<file path="config.mk">
export PLATFORM = sky130hd
export DESIGN_NAME = sensor_frame_packer
export DESIGN_NICKNAME = d
export VERILOG_FILES = /design/src/rtl/sensor_frame_pkg.sv /design/src/rtl/frame_byte_mux.sv /design/src/rtl/sensor_frame_packer.sv
export SDC_FILE = /design/constraint.sdc
export NUM_CORES = 1
export LEC_CHECK = 0
export CELL_PAD_IN_SITES_DETAIL_PLACEMENT = 1
export CELL_PAD_IN_SITES_GLOBAL_PLACEMENT = 2
export CORE_AREA = 2 2 173 175
export DETAILED_ROUTE_END_ITERATION = 6
export DIE_AREA = 0 0 175 177
export PLACE_DENSITY_LB_ADDON = 0.1
export SYNTH_ARGS = -nofsm -noshare
export SYNTH_HDL_FRONTEND = slang
export SYNTH_SLANG_ARGS = --single-unit
</file>
<file path="constraint.sdc">
create_clock -name clk -period 8.1 [get_ports clk]
set_input_delay 1.62 -clock clk [delete_from_list [all_inputs] [get_ports clk]]
set_output_delay 1.62 -clock clk [all_outputs]
set_load 0.005 [all_outputs]
</file>
<file path="src/rtl/sensor_frame_pkg.sv">
// Shared types and constants for the sensor frame packer.
// Frame layout is 17 bytes: header, flags, 4 quat words, 3 gyro words, checksum.
// Words are carried MSB first; the checksum covers bytes 1..15.
package sensor_frame_pkg;

  localparam int FRAME_BYTES = 17;
  localparam logic [7:0] HEADER_DEFAULT = 8'hAA;

  localparam int IDX_FLAGS = 1;
  localparam int IDX_QUAT  = 2;
  localparam int IDX_GYRO  = 10;
  localparam int IDX_CSUM  = 16;

  typedef enum logic [1:0] {
    IDLE = 2'd0,
    SEND = 2'd1,
    CSUM = 2'd2
  } state_t;

  // Atomic capture of one sample set plus the flags byte sent with it.
  typedef struct packed {
    logic [15:0] quat_w;
    logic [15:0] quat_x;
    logic [15:0] quat_y;
    logic [15:0] quat_z;
    logic [15:0] gyro_x;
    logic [15:0] gyro_y;
    logic [15:0] gyro_z;
    logic [7:0]  flags;
  } sensor_snapshot_t;

endpackage

</file>
<file path="src/rtl/frame_byte_mux.sv">
// Purpose: selects frame byte idx (0..15) from a snapshot; checksum byte is supplied elsewhere.
// Latency: purely combinational. Backpressure: none, output follows idx/snap.
// Ports: snap (snapshot), idx (byte index), header (byte 0 value), byte_dat (selected byte).
module frame_byte_mux
  import sensor_frame_pkg::*;
(
  input  sensor_snapshot_t snap,
  input  logic [4:0]       idx,
  input  logic [7:0]       header,
  output logic [7:0]       byte_dat
);

  logic [15:0] words [8];
  logic [3:0]  off;
  logic [15:0] word_sel;

  always_comb begin
    words[0] = snap.quat_w;
    words[1] = snap.quat_x;
    words[2] = snap.quat_y;
    words[3] = snap.quat_z;
    words[4] = snap.gyro_x;
    words[5] = snap.gyro_y;
    words[6] = snap.gyro_z;
    words[7] = 16'h0000;

    // Offset into the word area: even offsets carry the MSB of each word.
    off      = 4'(idx - 5'(IDX_QUAT));
    word_sel = words[off[3:1]];

    byte_dat = 8'h00;
    if (idx == 5'd0) begin
      byte_dat = header;
    end else if (idx == 5'(IDX_FLAGS)) begin
      byte_dat = snap.flags;
    end else if (idx < 5'(IDX_CSUM)) begin
      byte_dat = off[0] ? word_sel[7:0] : word_sel[15:8];
    end
  end

endmodule

</file>
<file path="src/rtl/sensor_frame_packer.sv">
// Purpose: snapshots live quat/gyro/status on frame_req and streams a 17-byte checksummed frame.
// Latency: header byte valid the cycle after frame_req; then one byte per accepted handshake.
// Backpressure: tx_valid/tx_data hold while tx_ready=0; frame_req while busy is dropped and counted.
// Ports: sample inputs (quat_*, gyro_* with *_valid pulses), status (initialized, error),
//        control (frame_req, frame_abort), byte stream (tx_valid, tx_data, tx_ready),
//        status outputs (busy, overrun_cnt).
module sensor_frame_packer
  import sensor_frame_pkg::*;
#(
  parameter logic [7:0] HEADER = HEADER_DEFAULT,
  parameter int         SEQ_W  = 4
) (
  input  logic        clk,
  input  logic        rst_n,
  input  logic        quat_valid,
  input  logic [15:0] quat_w,
  input  logic [15:0] quat_x,
  input  logic [15:0] quat_y,
  input  logic [15:0] quat_z,
  input  logic        gyro_valid,
  input  logic [15:0] gyro_x,
  input  logic [15:0] gyro_y,
  input  logic [15:0] gyro_z,
  input  logic        initialized,
  input  logic        error,
  input  logic        frame_req,
  input  logic        frame_abort,
  output logic        tx_valid,
  output logic [7:0]  tx_data,
  input  logic        tx_ready,
  output logic        busy,
  output logic [7:0]  overrun_cnt
);

  state_t           state, state_nxt;
  sensor_snapshot_t snap;
  logic [63:0]      live_quat;
  logic [47:0]      live_gyro;
  logic             q_fresh, g_fresh;
  logic [SEQ_W-1:0] seq;
  logic [4:0]       idx;
  logic [7:0]       csum;
  logic [7:0]       mux_byte;
  logic             take_snap;
  logic             accept;

  // Abort has priority over a request arriving in the same IDLE cycle.
  assign take_snap = (state == IDLE) && frame_req && !frame_abort;
  assign accept    = tx_valid && tx_ready;
  assign busy      = (state != IDLE);

  frame_byte_mux u_mux (
    .snap     (snap),
    .idx      (idx),
    .header   (HEADER),
    .byte_dat (mux_byte)
  );

  always_comb begin
    state_nxt = state;
    tx_valid  = 1'b0;
    tx_data   = 8'h00;
    case (state)
      IDLE: begin
        if (take_snap) state_nxt = SEND;
      end
      SEND: begin
        tx_valid = 1'b1;
        tx_data  = mux_byte;
        if (frame_abort)                                state_nxt = IDLE;
        else if (tx_ready && idx == 5'(IDX_CSUM - 1))   state_nxt = CSUM;
      end
      CSUM: begin
        tx_valid = 1'b1;
        tx_data  = csum;
        if (frame_abort || tx_ready) state_nxt = IDLE;
      end
      default: state_nxt = IDLE;
    endcase
  end

  always_ff @(posedge clk or negedge rst_n) begin
    if (!rst_n) begin
      state       <= IDLE;
      snap        <= '0;
      live_quat   <= '0;
      live_gyro   <= '0;
      q_fresh     <= 1'b0;
      g_fresh     <= 1'b0;
      seq         <= '0;
      idx         <= '0;
      csum        <= '0;
      overrun_cnt <= '0;
    end else begin
      state <= state_nxt;

      // Snapshot sees pre-edge live values; a coincident sample lands in the
      // live registers and stays fresh for the following frame.
      if (quat_valid) live_quat <= {quat_w, quat_x, quat_y, quat_z};
      if (gyro_valid) live_gyro <= {gyro_x, gyro_y, gyro_z};
      q_fresh <= quat_valid | (q_fresh & ~take_snap);
      g_fresh <= gyro_valid | (g_fresh & ~take_snap);

      if (take_snap) begin
        snap <= '{quat_w: live_quat[63:48], quat_x: live_quat[47:32],
                  quat_y: live_quat[31:16], quat_z: live_quat[15:0],
                  gyro_x: live_gyro[47:32], gyro_y: live_gyro[31:16],
                  gyro_z: live_gyro[15:0],
                  flags:  {initialized, error, q_fresh, g_fresh, 4'(seq)}};
        seq  <= seq + 1'b1;
        idx  <= '0;
        csum <= '0;
      end else if (state == SEND && accept) begin
        idx <= idx + 5'd1;
        if (idx >= 5'(IDX_FLAGS)) csum <= csum + mux_byte;
      end

      if (frame_req && busy && overrun_cnt != 8'hFF) begin
        overrun_cnt <= overrun_cnt + 8'd1;
      end
    end
  end

endmodule
</file>
==> results.json, run 1 <==
{
  "grt.total_usage_pct": 19.68,
  "reg2reg_depth": 17,
  "vias": 7831,
  "power.internal_uw": 3385,
  "vdd_drop_max_mv": 0.1877,
  "core-area_sq_mm": 0.02924,
  "synth_top_family_by_area": "multiplexers",
  "hold_viol_final": 0,
  "filler_cell_count": 3158,
  "arrival_ns": 4.63,
  "start_kind": "flop",
  "rsz0062_at_grt": "no",
  "place.detailed.hpwl_um": 20360,
  "p_per_area_mw_per_mm2": 362.8,
  "layout_common_cells": "390 x nand2_1, 261 x dfrtp_1, 135 x clkdlybuf4s50_1",
  "synth_edf_count": 0,
  "setup_violations": 0,
  "holdPathStages": 2,
  "ys_seq_area_share_pct": 57.01,
  "grt_max_degree": 162,
  "yosys_warnings": 0,
  "final_max_slew_viol_count": 0,
  "async_reset_ff_share_pct": 100.0,
  "place.gp.congestion": 0.8074,
  "maxCapViolCount": 0,
  "period_needed_ns": 6.247,
  "cp_cell_sequence": "buf_4, inv_1, ha_1, nor2b_1, a22oi_1, mux4_2, a21oi_2, a22oi_1, nor2b_1, clkdlybuf4s50_1",
  "via_per_inst": 4.991,
  "mostFrequentLayoutCell": "nand2_1",
  "p_comb_share_pct": 33.2,
  "drc": 0,
  "cts_setup_buffers": 0,
  "holdCritStartpoint": "live_quat[49]",
  "antenna_cells": 0,
  "final_util_pct": 48.47,
  "cts_sinks": 261,
  "timing.fmax_mhz": 160.1,
  "hold_path_class": "reg2reg",
  "syn-cell-area_sq_mm": 0.01146,
  "die_h_um": 177,
  "synthesis.nets": 1177,
  "die_w_um": 175,
  "required_ns": 6.48,
  "dr.pass1.iters": 4,
  "drive_above_1_share_pct": 16.71,
  "die_area_sq_mm": 0.03098,
  "p_seq_share_pct": 40.0,
  "crit_buf_inv": 3,
  "r2r_end": "csum[7]",
  "synth-adder-area-share_pct": 2.250,
  "wirelength_um": 29560,
  "netSwitchingFraction_pct": 34.17,
  "p_clk_share_pct": 26.8,
  "cts_hold_buf": 0,
  "cts_tree": "yes",
  "rows": 63,
  "max_slew_margin_pct": 18.63,
  "cts.path.max_buffers": 3,
  "ys_types": 44,
  "synth_flop_cell": "dfrtp_1",
  "numCtsBuffers": 29,
  "crit_family": "buffers and inverters",
  "min_to": "snap[105]",
  "syn-mean-instance-area_sq_um": 11.06,
  "cp_max_fo": 23,
  "cts.repair.resized": 0,
  "port_buffers": 138,
  "r2r_slack_ns": 3.15,
  "grt_pass1_vias": 8278,
  "overflow": 0,
  "cts-root-buf": "clkbuf_16",
  "rr_startpoint": "idx[1]",
  "cp_slowest_stage_delay_ns": 0.95,
  "endpoint_kind": "output port",
  "drtAntennaViolNets": 0,
  "clock_skew_ns": 0.01113,
  "start_util_pct": 39.18,
  "final.period_utilization_pct": 77.12,
  "crit_slowest_cell": "nor2b_1",
  "crit_type": "reg2out",
  "netlist_instances": 1036,
  "synth_xor_area_share_pct": 1.540,
  "tightest_slew_ns": 1.218,
  "ys_ff_latch": 261,
  "detailedRoute.firstIterationViolations": 428,
  "fin_nets": 1299,
  "yosys-mux-area-fraction_pct": 18.42,
  "tns_ns": 0,
  "antenna_found_initial": 0,
  "insertion_delay_ns": 0.55,
  "wl_per_cell_um": 18.84,
  "synth-simple-area-share_pct": 15.61,
  "synth_compound_area_share_pct": 2.741,
  "status": "finished, final reports clean",
  "clkTransAtPathRegs_ns": 0.06,
  "p_leak_uw": 0.006512,
  "switchingPower_uw": 1757,
  "io_pins": 139,
  "grt_pass1_wl_um": 47640,
  "cts.htree.levels": 1,
  "area_delta_synth_final_pct": 23.71
}
## synth_stat cells, types with 2 or more instances
master | n | area, sq um
nand2_1 | 390 | 1464
dfrtp_1 | 261 | 6531
mux2_2 | 115 | 1295
clkbuf_1 | 42 | 157.7
nor2_1 | 26 | 97.59
mux2i_1 | 23 | 230.2
mux4_2 | 21 | 473.0
ha_1 | 19 | 237.7
xnor2_1 | 15 | 131.4
inv_1 | 13 | 48.80
o21ai_0 | 11 | 55.05
a21oi_1 | 9 | 45.04
and2_1 | 9 | 56.30
o21ai_1 | 8 | 40.04
buf_2 | 7 | 35.03
o2bb2ai_1 | 6 | 52.55
and3_1 | 5 | 31.28
a22oi_1 | 4 | 30.03
buf_1 | 4 | 15.01
nand2b_1 | 4 | 25.02
nand3_1 | 4 | 20.02
nand4_1 | 4 | 25.02
a21o_1 | 3 | 22.52
mux2_1 | 3 | 33.78
mux4_1 | 3 | 78.83
nor2b_1 | 3 | 18.77
a211oi_1 | 2 | 15.01
nand3b_1 | 2 | 15.01
nor2_2 | 2 | 12.51
nor3_1 | 2 | 10.01
or2_2 | 2 | 12.51
xor2_1 | 2 | 17.52
## metal layers
layer  wire [um]  global-route usage (%)
met1       13900                   27.86
met2       13990                   32.33
met3        1159                   2.706
met4         516                   4.479
met5           0                       0
## stage by stage
| stage | worst slack [ns] | power (uW) | area (sq um) | std cells | hold WS [ns] |
|---|---|---|---|---|---|
| after floorplan | 3.576 | 3140 | 11460 | 1036 | 0.4348 |
| after global placement | 2.598 | 3764 | 13180 | 1517 | 0.4517 |
| after detailed placement | 2.457 | 3807 | 13180 | 1517 | 0.4495 |
| after CTS | 1.868 | 5218 | 14170 | 1569 | 0.4683 |
| after global routing | 1.555 | 5496 | 14170 | 1569 | 0.4911 |
| final | 1.853 | 5142 | 14170 | 1569 | 0.4646 |
## how the worst max path moves through the flow
stage	slack, ns	startpoint	endpoint	cells after the start
2_1_floorplan	3.58	idx[1]	tx_data[2]	12
3_5_place_dp	2.46	idx[1]	tx_data[7]	10
4_1_cts	1.87	idx[1]	tx_data[7]	10
5_1_grt	1.55	idx[1]	tx_data[7]	10
3_3_place_gp	2.60	idx[1]	tx_data[7]	10
6_report	1.85	idx[1]	tx_data[7]	10
## sequential cells by signal, summed over array words and instances (netlist names)
register and flops:
g_fresh 1, seq 4, idx 5, state 2
snap 120, live_gyro 48, overrun_cnt 8, live_quat 64
q_fresh 1, csum 8
## logic make-up (layout without fill, tap and decap cells)
kind of cell,count (synthesis),count (layout)
flip-flops,261,261
multiplexers,165,165
buffers and inverters,69,212
AO/OA/AOI/OAI,50,50
XOR/XNOR,18,18
adder cells (fa/ha/maj),20,20
AND/OR/NAND/NOR,453,453
## layout make-up
type,instances,area [sq um],area share [%]
clock inverters,10,181.4,1.280
clock buffers,42,814.5,5.747
inverters,14,52.55,0.3708
flip-flops and latches,261,6531,46.08
repair buffers,146,1449,10.22
multi-input cells,706,4657,32.86
well taps,390,488.0,3.443
## worst min-delay path: stages, from the launching register on
cell and delay (ns):
dfrtp_1 0.34, nand2_1 0.05, nand2_1 0.05
## power groups by stage
| stage | combinational, uW | sequential [uW] | clock, uW |
|---|---|---|---|
| detailed placement | 1730 | 2080 | 0 |
| global placement | 1680 | 2090 | 0 |
| finish | 1710 | 2060 | 1380 |
| global route | 1930 | 2100 | 1470 |
| floorplan | 1270 | 1870 | 0 |
| CTS | 1740 | 2060 | 1420 |
No activity file was read; power rests on OpenSTA's default activity.
==> run 2, diff against run 1 <==
Settings changed: CORE_AREA 2 2 173 175 to 2 2 190 192, DIE_AREA 0 0 175 177 to 0 0 192 194.
Clock period 8.1 ns to 5.5 ns, I/O delays scaled along.
==> results.json, run 2 (synthesis results as in run 1) <==
{
  "status": "finished, final reports clean",
  "min_to": "snap[64]",
  "rows": 69,
  "cp_cell_sequence": "inv_1, ha_1, buf_4, nor2b_1, buf_4, o2bb2ai_1, mux4_2, mux2_2, nor2_2, o21ai_1, and2_1, clkdlybuf4s50_1",
  "cts.repair.resized": 0,
  "cts_setup_buffers": 0,
  "holdPathStages": 2,
  "dr.pass1.iters": 4,
  "insertion_delay_ns": 0.56,
  "crit_type": "reg2out",
  "stdcell_count": 1643,
  "max_slew_margin_pct": 22.89,
  "place.detailed.hpwl_um": 21360,
  "die_area_sq_mm": 0.03725,
  "mostFrequentLayoutCell": "nand2_1",
  "antenna_found_initial": 0,
  "biggestRegsByFlops": "snap: 120 flops, live_quat: 64 flops, live_gyro: 48 flops",
  "final_util_pct": 40.55,
  "largest_register": "snap",
  "crit_top_cell": "buf_4",
  "cp_max_fo": 33,
  "final_max_slew_viol_count": 0,
  "grtUsageMet2_pct": 27.21,
  "drtAntennaViolNets": 0,
  "arrival_ns": 4.11,
  "grt_pass1_vias": 8434,
  "grt_pass1_wl_um": 49470,
  "hold_path_class": "reg2reg",
  "rsz0062_at_grt": "no",
  "setup_violations": 0,
  "start_util_pct": 32.53,
  "area_delta_synth_final_pct": 24.67,
  "final.period_utilization_pct": 94.71,
  "vdd_drop_max_mv": 0.2750,
  "required_ns": 4.40,
  "largest_reg_flops": 120,
  "tightest_slew_ns": 1.157,
  "r2r_slack_ns": 0.84,
  "numCtsBuffers": 30,
  "maxCapViolCount": 0,
  "overflow": 0,
  "dp_cells": 1591,
  "cts.path.max_buffers": 3,
  "rr_startpoint": "idx[1]",
  "grt_max_degree": 125,
  "die_h_um": 194,
  "start_kind": "flop",
  "layout_common_cells": "390 x nand2_1, 261 x dfrtp_1, 135 x clkdlybuf4s50_1",
  "drc": 0,
  "via_per_inst": 4.735,
  "grt.total_usage_pct": 17.00,
  "holdCritStartpoint": "live_quat[8]",
  "clkTransAtPathRegs_ns": 0.06,
  "p_per_area_mw_per_mm2": 527.6,
  "io_pins": 139,
  "detailedRoute.firstIterationViolations": 287,
  "cts_hold_buf": 0,
  "die_w_um": 192,
  "tns_ns": 0,
  "clock_skew_ns": 0.02206,
  "grt_use_met3_pct": 2.570,
  "endpoint_kind": "output port",
  "grt_use_met1_pct": 24.65,
  "cts.htree.levels": 1,
  "wirelength_um": 30630,
  "cts_tree": "yes",
  "hold_viol_final": 0,
  "reg2reg_depth": 18,
  "cp_slowest_stage_delay_ns": 0.53,
  "p_leak_uw": 0.006525,
  "r2r_end": "csum[7]",
  "crit_slowest_cell": "mux4_2",
  "drive_above_1_share_pct": 16.75,
  "timing.fmax_mhz": 192.0,
  "period_needed_ns": 5.209,
  "port_buffers": 138,
  "fin_nets": 1303,
  "busiest_layer": "met2",
  "place.gp.congestion": 0.7539,
  "core-area_sq_mm": 0.03522,
  "vias": 7780,
  "cts-root-buf": "clkbuf_16",
  "antenna_cells": 0,
  "cts_sinks": 261,
  "wl_per_cell_um": 18.64
}
run 2: cell count changes in the layout (fill, tap and decap cells not counted), moves of 2 or more:
| cell | previous run | this run |
|---|---|---|
| clkinv_2 | 3 | 1 |
| bufinv_16 | 5 | 2 |
| clkbuf_8 | 4 | 7 |
| buf_12 | 1 | 3 |
| clkbuf_1 | 9 | 11 |
run 2: through the flow:
step                worst slack (ns)  hold WS, ns  instance area (sq um)  total power [uW]
floorplan                      1.204       0.4348                  11460              4624
global placement              0.8878       0.4516                  13310              5610
detailed placement            0.8372       0.4565                  13310              5649
CTS                           0.2308       0.4681                  14280              7667
global route                 0.02050       0.4881                  14280              8072
finish                        0.2911       0.4602                  14280              7536
run 2: worst max-delay path by stage:
stage | start | endpoint | slack (ns) | cells past startpoint
global placement | idx[1] | tx_data[3] | 0.89 | 12
floorplan | idx[1] | csum[7] | 1.20 | 21
global route | idx[1] | tx_data[3] | 0.02 | 12
finish | idx[1] | tx_data[1] | 0.29 | 12
detailed placement | idx[1] | csum[7] | 0.84 | 18
CTS | idx[1] | tx_data[1] | 0.23 | 12
run 2: power breakdown:
group / switching [uW] / leakage (uW) / internal, uW
Clock: 781 / 0.000472 / 1190
Sequential: 490 / 0.00317 / 2490
Combinational: 1330 / 0.00288 / 1250
run 2: layout make-up:
cell class | instances | area (sq um)
inverter | 14 | 52.55
sequential | 261 | 6531
clock buffer | 48 | 888.4
clock inverter | 4 | 81.33
multi-input combinational | 706 | 4657
timing repair buffer | 149 | 1496
tap | 461 | 576.8
fill | 3849 | 20940
run 2: worst max-delay path: cells and delay by family, from the launching register on:
| kind | cells | cell delay (ns) |
|---|---|---|
| DFF | 1 | 0.38 |
| and+or+nand+nor | 3 | 0.47 |
| adders and majority gates | 1 | 0.32 |
| buffers and inverters | 4 | 1.33 |
| AOI/OAI and AO/OA | 2 | 0.24 |
| muxes | 2 | 0.82 |
run 2: routing by layer:
metal	part of all wire (%)	vias to the layer above
li1	-	3682
met1	48	3954
met2	47	110
met3	3.3	34
met4	1.6	0
met5	0	-
